[src/rtl/draw_pkg.sv]
// -----------------------------------------------------------------------------
// draw_pkg
//   Definitions shared by the draw arbiter, its address generator and every
//   draw source, so that source SOURCE_ID parameters and the arbiter's grant
//   order agree.
//
//   Contents:
//     NATIVE_DRAW_WIDTH / NATIVE_DRAW_HEIGHT : native framebuffer geometry
//     FB_ADDR_W      : linear framebuffer address width
//     COORD_W        : width of the x / y coordinates on the write bus
//     SRC_*          : source IDs, granted in ascending order each frame
//     draw_state_t   : arbiter FSM state encoding
//     sat_inc16()    : saturating 16-bit increment
// -----------------------------------------------------------------------------
package draw_pkg;

  localparam int NATIVE_DRAW_WIDTH  = 640;
  localparam int NATIVE_DRAW_HEIGHT = 480;
  localparam int FB_ADDR_W          = 19;
  localparam int COORD_W            = 10;

  // Source IDs; the arbiter grants the bus to them in ascending order.
  localparam int SRC_STARFIELD    = 0;
  localparam int SRC_SPRITES      = 1;
  localparam int SRC_HUD          = 2;
  localparam int SRC_OVERLAY      = 3;
  localparam int NUM_DRAW_SOURCES = 4;

  typedef enum logic [2:0] {
    ST_IDLE       = 3'd0,
    ST_CLEAR      = 3'd1,
    ST_GRANT_WAIT = 3'd2,
    ST_STREAM     = 3'd3,
    ST_NEXT_SRC   = 3'd4,
    ST_DONE       = 3'd5
  } draw_state_t;

  function automatic logic [15:0] sat_inc16(input logic [15:0] value);
    return (value == 16'hFFFF) ? value : value + 16'd1;
  endfunction

endpackage

[src/rtl/draw_addr_gen.sv]
// -----------------------------------------------------------------------------
// draw_addr_gen
//   Registered pixel stage between the arbiter's source mux and the
//   framebuffer write port. Checks the coordinate against the framebuffer
//   bounds and computes the linear address y*DRAW_WIDTH + x. Everything is
//   registered, giving a fixed one-cycle latency from valid_i to we_o.
//
//   Ports:
//     clk, resetN : clock, asynchronous active-low reset
//     valid_i     : a pixel is presented this cycle
//     x_i, y_i    : pixel coordinate (COORD_W bits each)
//     data_i      : pixel colour
//     we_o        : framebuffer write strobe (in-range pixel accepted)
//     addr_o      : linear framebuffer address
//     data_o      : framebuffer write data
//     drop_o      : one-cycle pulse for an out-of-range pixel
// -----------------------------------------------------------------------------
module draw_addr_gen
  import draw_pkg::*;
#(
  parameter int COLOR_DEPTH = 9,
  parameter int DRAW_WIDTH  = NATIVE_DRAW_WIDTH,
  parameter int DRAW_HEIGHT = NATIVE_DRAW_HEIGHT
) (
  input  logic                   clk,
  input  logic                   resetN,
  input  logic                   valid_i,
  input  logic [COORD_W-1:0]     x_i,
  input  logic [COORD_W-1:0]     y_i,
  input  logic [COLOR_DEPTH-1:0] data_i,
  output logic                   we_o,
  output logic [FB_ADDR_W-1:0]   addr_o,
  output logic [COLOR_DEPTH-1:0] data_o,
  output logic                   drop_o
);

  logic [FB_ADDR_W-1:0]   x_ext;
  logic [FB_ADDR_W-1:0]   y_ext;
  logic [FB_ADDR_W-1:0]   lin_addr;
  logic                   in_range;

  logic                   we_d,   we_q;
  logic                   drop_d, drop_q;
  logic [FB_ADDR_W-1:0]   addr_d, addr_q;
  logic [COLOR_DEPTH-1:0] data_d, data_q;

  // Widen before multiplying so the full 19-bit product is kept.
  assign x_ext = FB_ADDR_W'(x_i);
  assign y_ext = FB_ADDR_W'(y_i);

  if (DRAW_WIDTH == NATIVE_DRAW_WIDTH) begin : g_native
    // 640 = 512 + 128: two shifted copies of y plus x, no multiplier.
    assign lin_addr = (y_ext << 9) + (y_ext << 7) + x_ext;
  end else begin : g_generic
    assign lin_addr = y_ext * FB_ADDR_W'(DRAW_WIDTH) + x_ext;
  end

  // One extra bit on the compare so a full 10-bit bound would still fit.
  assign in_range = ({1'b0, x_i} < 11'(DRAW_WIDTH)) &&
                    ({1'b0, y_i} < 11'(DRAW_HEIGHT));

  always_comb begin
    // NOTE: every signal gets a default before any branch; a path that
    // leaves one unassigned would make synthesis infer a latch.
    we_d   = 1'b0;
    drop_d = 1'b0;
    addr_d = addr_q;
    data_d = data_q;
    if (valid_i) begin
      we_d   = in_range;
      drop_d = !in_range;
      if (in_range) begin
        addr_d = lin_addr;
        data_d = data_i;
      end
    end
  end

  // NOTE: clocked state uses non-blocking (<=) assignments so all flops
  // sample their pre-edge inputs; blocking here creates order-dependent
  // simulation and sim/synthesis mismatches.
  always_ff @(posedge clk or negedge resetN) begin
    if (!resetN) begin
      we_q   <= 1'b0;
      drop_q <= 1'b0;
      addr_q <= '0;
      data_q <= '0;
    end else begin
      we_q   <= we_d;
      drop_q <= drop_d;
      addr_q <= addr_d;
      data_q <= data_d;
    end
  end

  assign we_o   = we_q;
  assign drop_o = drop_q;
  assign addr_o = addr_q;
  assign data_o = data_q;

endmodule

[src/rtl/draw_arbiter.sv]
// -----------------------------------------------------------------------------
// draw_arbiter
//   Owns the shared draw write bus. On each frame pulse it optionally clears
//   the back framebuffer to BG_COLOR, then grants the bus to each draw source
//   in ascending ID order, forwarding the granted source's pixels to the
//   framebuffer write port. A source that does not start within WAIT_TIMEOUT
//   cycles is skipped. frame_done pulses once all sources are finished.
//
//   Ports:
//     clk, resetN       : clock, asynchronous active-low reset
//     frame             : one-cycle start-of-frame pulse
//     write_source_sel  : ID of the source currently granted the bus
//     write_awaited     : arbiter is waiting for / accepting the granted stream
//     write_active      : granted source presents a valid pixel this cycle
//     write_color_data  : pixel colour from the granted source
//     write_x_addr      : pixel x
//     write_y_addr      : pixel y
//     fb_we/addr/data   : registered framebuffer write port
//     frame_done        : one-cycle pulse at end of frame
//     overrun           : sticky, frame pulse seen while not idle
//     dropped_cnt       : saturating count of out-of-range pixels
// -----------------------------------------------------------------------------
module draw_arbiter
  import draw_pkg::*;
#(
  parameter int                     NUM_SOURCES  = NUM_DRAW_SOURCES,
  parameter int                     SEL_W        = 2,
  parameter int                     COLOR_DEPTH  = 9,
  parameter int                     DRAW_WIDTH   = NATIVE_DRAW_WIDTH,
  parameter int                     DRAW_HEIGHT  = NATIVE_DRAW_HEIGHT,
  parameter logic [COLOR_DEPTH-1:0] BG_COLOR     = '0,
  parameter bit                     CLEAR_EN     = 1'b1,
  parameter int                     WAIT_TIMEOUT = 1024
) (
  input  logic                   clk,
  input  logic                   resetN,
  input  logic                   frame,
  output logic [SEL_W-1:0]       write_source_sel,
  output logic                   write_awaited,
  input  logic                   write_active,
  input  logic [COLOR_DEPTH-1:0] write_color_data,
  input  logic [COORD_W-1:0]     write_x_addr,
  input  logic [COORD_W-1:0]     write_y_addr,
  output logic                   fb_we,
  output logic [FB_ADDR_W-1:0]   fb_addr,
  output logic [COLOR_DEPTH-1:0] fb_data,
  output logic                   frame_done,
  output logic                   overrun,
  output logic [15:0]            dropped_cnt
);

  localparam int TO_W = $clog2(WAIT_TIMEOUT + 1);

  draw_state_t            state_d,   state_q;
  logic [SEL_W-1:0]       sel_d,     sel_q;
  logic [TO_W-1:0]        timeout_d, timeout_q;
  logic [COORD_W-1:0]     clr_x_d,   clr_x_q;
  logic [COORD_W-1:0]     clr_y_d,   clr_y_q;
  logic                   overrun_d, overrun_q;
  logic [15:0]            dropped_d, dropped_q;

  // Address generator inputs: clear counter or the bus, chosen by state.
  logic                   ag_valid;
  logic [COORD_W-1:0]     ag_x;
  logic [COORD_W-1:0]     ag_y;
  logic [COLOR_DEPTH-1:0] ag_data;
  logic                   ag_drop;

  logic clr_last;
  logic sel_last;
  logic wait_expired;

  assign clr_last     = (clr_x_q == COORD_W'(DRAW_WIDTH - 1)) &&
                        (clr_y_q == COORD_W'(DRAW_HEIGHT - 1));
  assign sel_last     = (sel_q == SEL_W'(NUM_SOURCES - 1));
  assign wait_expired = (timeout_q == TO_W'(WAIT_TIMEOUT - 1));

  // ---------------------------------------------------------------------------
  // State register
  // ---------------------------------------------------------------------------
  always_ff @(posedge clk or negedge resetN) begin
    if (!resetN) begin
      state_q <= ST_IDLE;
    end else begin
      state_q <= state_d;
    end
  end

  // ---------------------------------------------------------------------------
  // Datapath registers
  // ---------------------------------------------------------------------------
  always_ff @(posedge clk or negedge resetN) begin
    if (!resetN) begin
      sel_q     <= '0;
      timeout_q <= '0;
      clr_x_q   <= '0;
      clr_y_q   <= '0;
      overrun_q <= 1'b0;
      dropped_q <= '0;
    end else begin
      sel_q     <= sel_d;
      timeout_q <= timeout_d;
      clr_x_q   <= clr_x_d;
      clr_y_q   <= clr_y_d;
      overrun_q <= overrun_d;
      dropped_q <= dropped_d;
    end
  end

  // ---------------------------------------------------------------------------
  // Next-state and datapath update
  // ---------------------------------------------------------------------------
  always_comb begin
    state_d   = state_q;
    sel_d     = sel_q;
    timeout_d = timeout_q;
    clr_x_d   = clr_x_q;
    clr_y_d   = clr_y_q;

    unique case (state_q)
      ST_IDLE: begin
        if (frame) begin
          sel_d     = '0;
          timeout_d = '0;
          clr_x_d   = '0;
          clr_y_d   = '0;
          state_d   = CLEAR_EN ? ST_CLEAR : ST_GRANT_WAIT;
        end
      end

      ST_CLEAR: begin
        if (clr_last) begin
          sel_d     = '0;
          timeout_d = '0;
          state_d   = ST_GRANT_WAIT;
        end else if (clr_x_q == COORD_W'(DRAW_WIDTH - 1)) begin
          clr_x_d = '0;
          clr_y_d = clr_y_q + 1'b1;
        end else begin
          clr_x_d = clr_x_q + 1'b1;
        end
      end

      ST_GRANT_WAIT: begin
        // A pixel arriving on the last wait cycle still wins over the skip.
        if (write_active) begin
          state_d = ST_STREAM;
        end else if (wait_expired) begin
          state_d = ST_NEXT_SRC;
        end else begin
          timeout_d = timeout_q + 1'b1;
        end
      end

      ST_STREAM: begin
        if (!write_active) begin
          state_d = ST_NEXT_SRC;
        end
      end

      ST_NEXT_SRC: begin
        // Grant drops this cycle; sel only moves once awaited is low.
        if (sel_last) begin
          state_d = ST_DONE;
        end else begin
          sel_d     = sel_q + 1'b1;
          timeout_d = '0;
          state_d   = ST_GRANT_WAIT;
        end
      end

      ST_DONE: begin
        state_d = ST_IDLE;
      end

      default: begin
        state_d = ST_IDLE;
      end
    endcase

    // A frame pulse outside IDLE (including the DONE cycle) is dropped.
    overrun_d = overrun_q | (frame && (state_q != ST_IDLE));
    dropped_d = ag_drop ? sat_inc16(dropped_q) : dropped_q;
  end

  // ---------------------------------------------------------------------------
  // Outputs and pixel-source mux
  // ---------------------------------------------------------------------------
  always_comb begin
    write_awaited = 1'b0;
    frame_done    = 1'b0;
    ag_valid      = 1'b0;
    ag_x          = clr_x_q;
    ag_y          = clr_y_q;
    ag_data       = BG_COLOR;

    unique case (state_q)
      ST_CLEAR: begin
        ag_valid = 1'b1;
      end
      ST_GRANT_WAIT, ST_STREAM: begin
        write_awaited = 1'b1;
        ag_valid      = write_active;
        ag_x          = write_x_addr;
        ag_y          = write_y_addr;
        ag_data       = write_color_data;
      end
      ST_DONE: begin
        frame_done = 1'b1;
      end
      default: begin
      end
    endcase
  end

  draw_addr_gen #(
    .COLOR_DEPTH (COLOR_DEPTH),
    .DRAW_WIDTH  (DRAW_WIDTH),
    .DRAW_HEIGHT (DRAW_HEIGHT)
  ) u_addr_gen (
    .clk     (clk),
    .resetN  (resetN),
    .valid_i (ag_valid),
    .x_i     (ag_x),
    .y_i     (ag_y),
    .data_i  (ag_data),
    .we_o    (fb_we),
    .addr_o  (fb_addr),
    .data_o  (fb_data),
    .drop_o  (ag_drop)
  );

  assign write_source_sel = sel_q;
  assign overrun          = overrun_q;
  assign dropped_cnt      = dropped_q;

endmodule

[config.mk]
export PLATFORM = sky130hd
export DESIGN_NAME = draw_arbiter
export DESIGN_NICKNAME = d
export VERILOG_FILES = /design/src/rtl/draw_pkg.sv /design/src/rtl/draw_addr_gen.sv /design/src/rtl/draw_arbiter.sv
export SDC_FILE = /design/constraint.sdc
export NUM_CORES = 1
export LEC_CHECK = 0
export CORE_ASPECT_RATIO = 1.1
export CORE_UTILIZATION = 30
export DETAILED_ROUTE_END_ITERATION = 12
export HOLD_SLACK_MARGIN = 0.05
export PLACE_DENSITY = 0.48
export SYNTH_ARGS = -nofsm -noshare
export SYNTH_HDL_FRONTEND = slang
export SYNTH_HIERARCHICAL = 1
export SYNTH_SLANG_ARGS = --single-unit
[constraint.sdc]
create_clock -name clk -period 4.7 [get_ports clk]
set_input_delay 1.175 -clock clk [delete_from_list [all_inputs] [get_ports clk]]
set_output_delay 1.175 -clock clk [all_outputs]
set_load 0.05 [all_outputs]
### Yosys cells after proc, flatten, opt, wreduce, memory -nomap -nowiden

Cells that the tools add are included.

* register bits: 83
* bits in latches: 0
* memory bits (writable): 0
* bits in read-only memories: 0
* bits of input ports: 33
* output and inout port bits: 50
* word-level logic and storage cells: 90
* memories: 0

* add/subtract/negate cells: 7
* $mul: 0
* div/mod/pow operators: 0
* $lt $le $gt $ge: 2
* eq/ne operators: 19
* shift operators: 0
* muxes and demuxes: 32
* bitwise logic cells: 2
* reduce and logical (&&, ||, !) cells: 17

Operators by type and width (count)
* $mux W10: 7
* $mux W11: 5
* $pmux W11 S4: 1
* $pmux W10 S2: 2
* $add A10 B1 Y10 const B: 2
* $add A19 B10 Y19: 1
* $add A19 B17 Y19: 1
* $mux W3: 6
* $add A16 B1 Y16 const B: 1
* $eq A16 B16 Y1 const B: 1
* $ne A2 B2 Y1 const B: 8
* $pmux W3 S5: 1
* $reduce_and A4 Y1: 3
* $add A11 B1 Y11 const B: 1
* $eq A11 B10 Y1 const B: 1
* $eq A10 B10 Y1 const B: 1
* $eq A10 B9 Y1 const B: 1
* $lt A10 B10 Y1 const B: 1
* $lt A10 B9 Y1 const B: 1
* $mux W9: 1
* $eq A3 B2 Y1 const B: 2
* $eq A3 B3 Y1 const B: 2
* $mux W2: 3
* $pmux W2 S3: 1
* other kinds (18): 25

### Depth between registers and ports, before layout

* depth in word-level cells: 7
* mapped depth: 15
* mapped depth without buffers: 12

### Hierarchy

Netlist, hierarchy kept.

By module, submodules not included
* draw_arbiter: times used 1, cells an instance 362, area each 3284.4 µm², seq. area each 1326.3 µm²
* draw_addr_gen: times used 1, cells an instance 184, area each 1717.9 µm², seq. area each 750.7 µm²

### Least setup slack after synthesis

No wires, ideal clock.

* path type: reg2reg
* start: register state_q[1]
* end: register u_addr_gen.addr_q[17] (netlist: u_addr_gen/addr_o[17])
* setup time: 0.120 ns
* arrival time: 3.335 ns
* data required time: 4.580 ns
* path slack: 1.245 ns
* stages on the path, launching flop included: 15
* path buffers: 3
* clock period less this slack: 3.455 ns
* cells stage by stage: dfrtp_1 buf_2 nor2b_1 clkbuf_1 clkbuf_1 mux2_2 inv_1 fa_1 inv_1 ha_1 a21o_1 nand4_1 a21oi_1 or3_1 a31o_1

* cells in the longest elaborated chain, start to end: 6
* elaborated cells between the ends (all ways): 13
* classes of those cells: 2 x add/sub; 2 x order compare; 3 x eq/ne; 3 x mux; 3 x reduce/logical

RTL lines
* from (decl): RTL line draw_arbiter.sv:54 `draw_state_t state_d, state_q;`
* from (signal assigned): RTL line draw_arbiter.sv:85 `state_q <= state_d;`
* $eq A3 B2 Y1: RTL line draw_arbiter.sv:197 `unique case (state_q)`
* $reduce_or A2 Y1 *: RTL line draw_arbiter.sv:197
* $mux W10 *: RTL line draw_arbiter.sv:197
* net ag_y[0]: RTL line draw_arbiter.sv:65 `logic [COORD_W-1:0] ag_y;`
* parallel branches: the longest is 3 deep, another holds $add A19 B17 Y19
* to (signal assigned): RTL line draw_addr_gen.sv:91 `addr_q <= addr_d;`
* to (decl): RTL line draw_addr_gen.sv:44 `logic [FB_ADDR_W-1:0] addr_d, addr_q;`

Mark *: on every way through the listed nets, which the timed path passes.
A chain may end at the register's enable or synchronous reset.

### Final worst setup path

* start: register state_q[1]
* end: register u_addr_gen.addr_q[18] (netlist: u_addr_gen/addr_o[18])

The elaborated chain is that of the path after synthesis.

==> results.ini <==
[worst_setup_path]
slowest_stage = nor2b_2
crit_type = register to register
cp_top_family = simple AND/OR/NAND/NOR gates
worstPathMaxFanout = 13
end_kind = register
crit_top_cell = ha_1
crit_chain = nor2b_2, buf_4, mux2_2, ha_1, ha_1, nor2b_1, o31ai_4, o221ai_2, a2111oi_2, nor3_1
r2r_start = state_q[1]$_DFFE_PN0P_
cp.depth = 10
worstRegToRegCells = 10
cp_slowest_stage_delay_ns = 0.63
critPathLaunchType = register
r2r-end = u_addr_gen/addr_o[18]$_DFFE_PN0P_
r2r_slack_ns = 0.95
worstPathArrival_ns = 3.97
cp.buffers_inverters = 1
cp.required_ns = 4.92

[placed_design]
pre_cts_slack_ns = 0.784
globalplace.congestion = 0.799
io_buffers = 82
hpwl_mm = 9.07

[clocking]
clk_pin_slew_ns = 0.06
cts_tree = yes
clock_latency_ns = 0.34
cts_hold_buf = 0
ctsHtreeMaxLevel = 3
ctsResizeCount = 0
cts_buffers = 9
cts.sinks = 83
cts_root_buf = clkbuf_16
post_cts_buffers = 0
clockBufferDepth = 2

[logic_synthesis]
async_flop_share = 1.00
synth_flop_cell = dfrtp_1
ys_warn_count = 6
ys_ff_latch = 83
synth_area_leaders = dfrtp_1 42%, nand2_1 7.4%, ha_1 6.0%, mux2_2 4.5%, o21ai_0 2.8%
mappedNetlistArea_sq_um = 5000
yosysTopAreaCellShare = 0.415
ys_seq_area_frac = 0.415
syn_nets = 605
synthCells = 546
ys_top_cells_by_count = 98 x nand2_1, 83 x dfrtp_1, 35 x nor2_1
synthDistinctLibCells = 67
synthMostInstantiatedCell = nand2_1
yosys.area.top_type = dfrtp_1
synth.avg_cell_area_sq_um = 9.16
synth_edf_count = 0

[sta]
fmax_ghz = 0.267
fin_crit_sh = 0.797
min_period_ns = 3.75
fin_tns_setup_ns = 0
rsz0062_at_grt = false
skew_ns = 0.00667
setup_viol_count_final = 0
worst_slack_ns = 0.954
max_slew_margin = 0.482
slew_violations = 0
worst_pin_slew_ns = 0.773
hold_viol_final = 0

[worst_hold_path]
hold_path_startpoint = overrun$_DFF_PN0_
hold_path.class = register to register
whs_path_depth = 1
hold_end = overrun$_DFF_PN0_

[pwr]
power_leakage_uw = 0.00274
vdd_drop_max_uv = 336
powerDensity_nw_per_um2 = 689

[global_route]
grt_pass1_wl_mm = 21.5
grt_max_degree = 53
grtUsageTotal = 0.158
first_global_vias = 4274
grt_overflow = 0
antenna_found_initial = 0

[detailed_routing]
drt-initial-drc-count = 227
vias = 4267
drc_errors = 0
wl_per_cell_um = 15.5
drtAntennaViolNets = 0
dr.pass1.iters = 6
drt-vias-per-instance = 5.15
wirelength_mm = 12.9

[final_layout]
seq_area_sq_um = 2080
multiInputGateArea_sq_um = 2750
antenna_cells = 0
drive_above_1_share = 0.0960
nets = 679
filler_cell_count = 1640
area.growth.synth_to_final_pct = 26.0
final_util = 0.386

[floorplan]
fp.dieW_um = 125
ioPinCount = 83
dieArea_sq_um = 17200
rows = 49
start_util = 0.307
design.core.area_sq_um = 16300
dieHeight_um = 137

[job]
drv_cap = 0

[outcome]
status = completed

==> power by group <==
group	internal [uW]	leakage (uW)	total (uW)	switching (uW)
sequential	929	0.00109	1150	220
combinational	920	0.00151	2470	1550
clock	426	0.000139	723	297
==> kinds of logic (layout without fill, tap and decap cells) <==
group | after synthesis | in the layout | synth area share
fa+ha+maj | 26 | 26 | 0.0680
xor+xnor | 19 | 19 | 0.0333
compound gates | 111 | 111 | 0.152
flops | 83 | 83 | 0.415
simple gates | 241 | 241 | 0.238
buf+inv | 40 | 119 | 0.0363
mux | 26 | 26 | 0.0570
==> cells in the final DEF, fill, tap and decap left out, types with 13 or more instances in the layout <==
cell,netlist,final
clkdlybuf4s50_1,0,81
nand4_1,13,13
nor2_1,35,35
mux2_2,20,20
nand2_1,98,98
inv_1,13,13
ha_1,24,24
a21oi_1,22,22
and2_1,15,15
nand3_1,26,26
dfrtp_1,83,83
o21ai_0,28,28
xnor2_1,14,14
==> worst reg2reg max path, cell delays in order, from the launching register on <==
cell and delay (ns):
dfrtp_1 0.60, nor2b_2 0.63, buf_4 0.32, mux2_2 0.38, ha_1 0.29, ha_1 0.34
nor2b_1 0.19, o31ai_4 0.24, o221ai_2 0.18, a2111oi_2 0.37, nor3_1 0.09
==> final cells by class <==
| type | count | share of cell area |
|---|---|---|
| Multi-Input combinational cell | 423 | 0.436 |
| Tap cell | 204 | 0.0405 |
| Sequential cell | 83 | 0.330 |
| Timing Repair Buffer | 90 | 0.139 |
| Clock inverter | 4 | 0.00794 |
| Clock buffer | 12 | 0.0391 |
| Inverter | 13 | 0.00774 |
==> sequential cells by signal (all words and copies together), names as in the netlist, 2 cells and up <==
register           flops
timeout_q             11
dropped_cnt           16
state_q                3
u_addr_gen/data_o      9
clr_x_q               10
write_source_sel       2
clr_y_q               10
u_addr_gen/addr_o     19
==> metal layers <==
| layer | GRT usage | up-vias | share of wire |
|---|---|---|---|
| met5 | 0 | - | 0 |
| li1 | - | 2096 | - |
| met1 | 0.196 | 2050 | 0.45 |
| met4 | 0.0474 | 0 | 0.0088 |
| met2 | 0.272 | 111 | 0.49 |
| met3 | 0.0388 | 10 | 0.052 |
==> stage by stage <==
step,std cells,hold slack [ns],total power (uW),area (sq um)
2_1_floorplan,546,0.459,2960,5000
3_3_place_gp,813,0.454,3620,6010
3_5_place_dp,813,0.456,3650,6010
4_1_cts,829,0.475,4410,6300
5_1_grt,829,0.491,4690,6300
6_report,829,0.474,4340,6300
==> worst max path at each step <==
stage	from	endpoint	slack, ns
after global routing	state_q[1]$_DFFE_PN0P_	u_addr_gen/addr_o[18]$_DFFE_PN0P_	0.78
after detailed placement	write_x_addr[9]	u_addr_gen/addr_o[17]$_DFFE_PN0P_	0.78
final	state_q[1]$_DFFE_PN0P_	u_addr_gen/addr_o[18]$_DFFE_PN0P_	0.95
after CTS	state_q[1]$_DFFE_PN0P_	u_addr_gen/addr_o[18]$_DFFE_PN0P_	0.95
after global placement	write_x_addr[9]	u_addr_gen/addr_o[17]$_DFFE_PN0P_	0.82
after floorplan	state_q[1]$_DFFE_PN0P_	u_addr_gen/addr_o[17]$_DFFE_PN0P_	1.25
(Power assumes the default switching activity.)
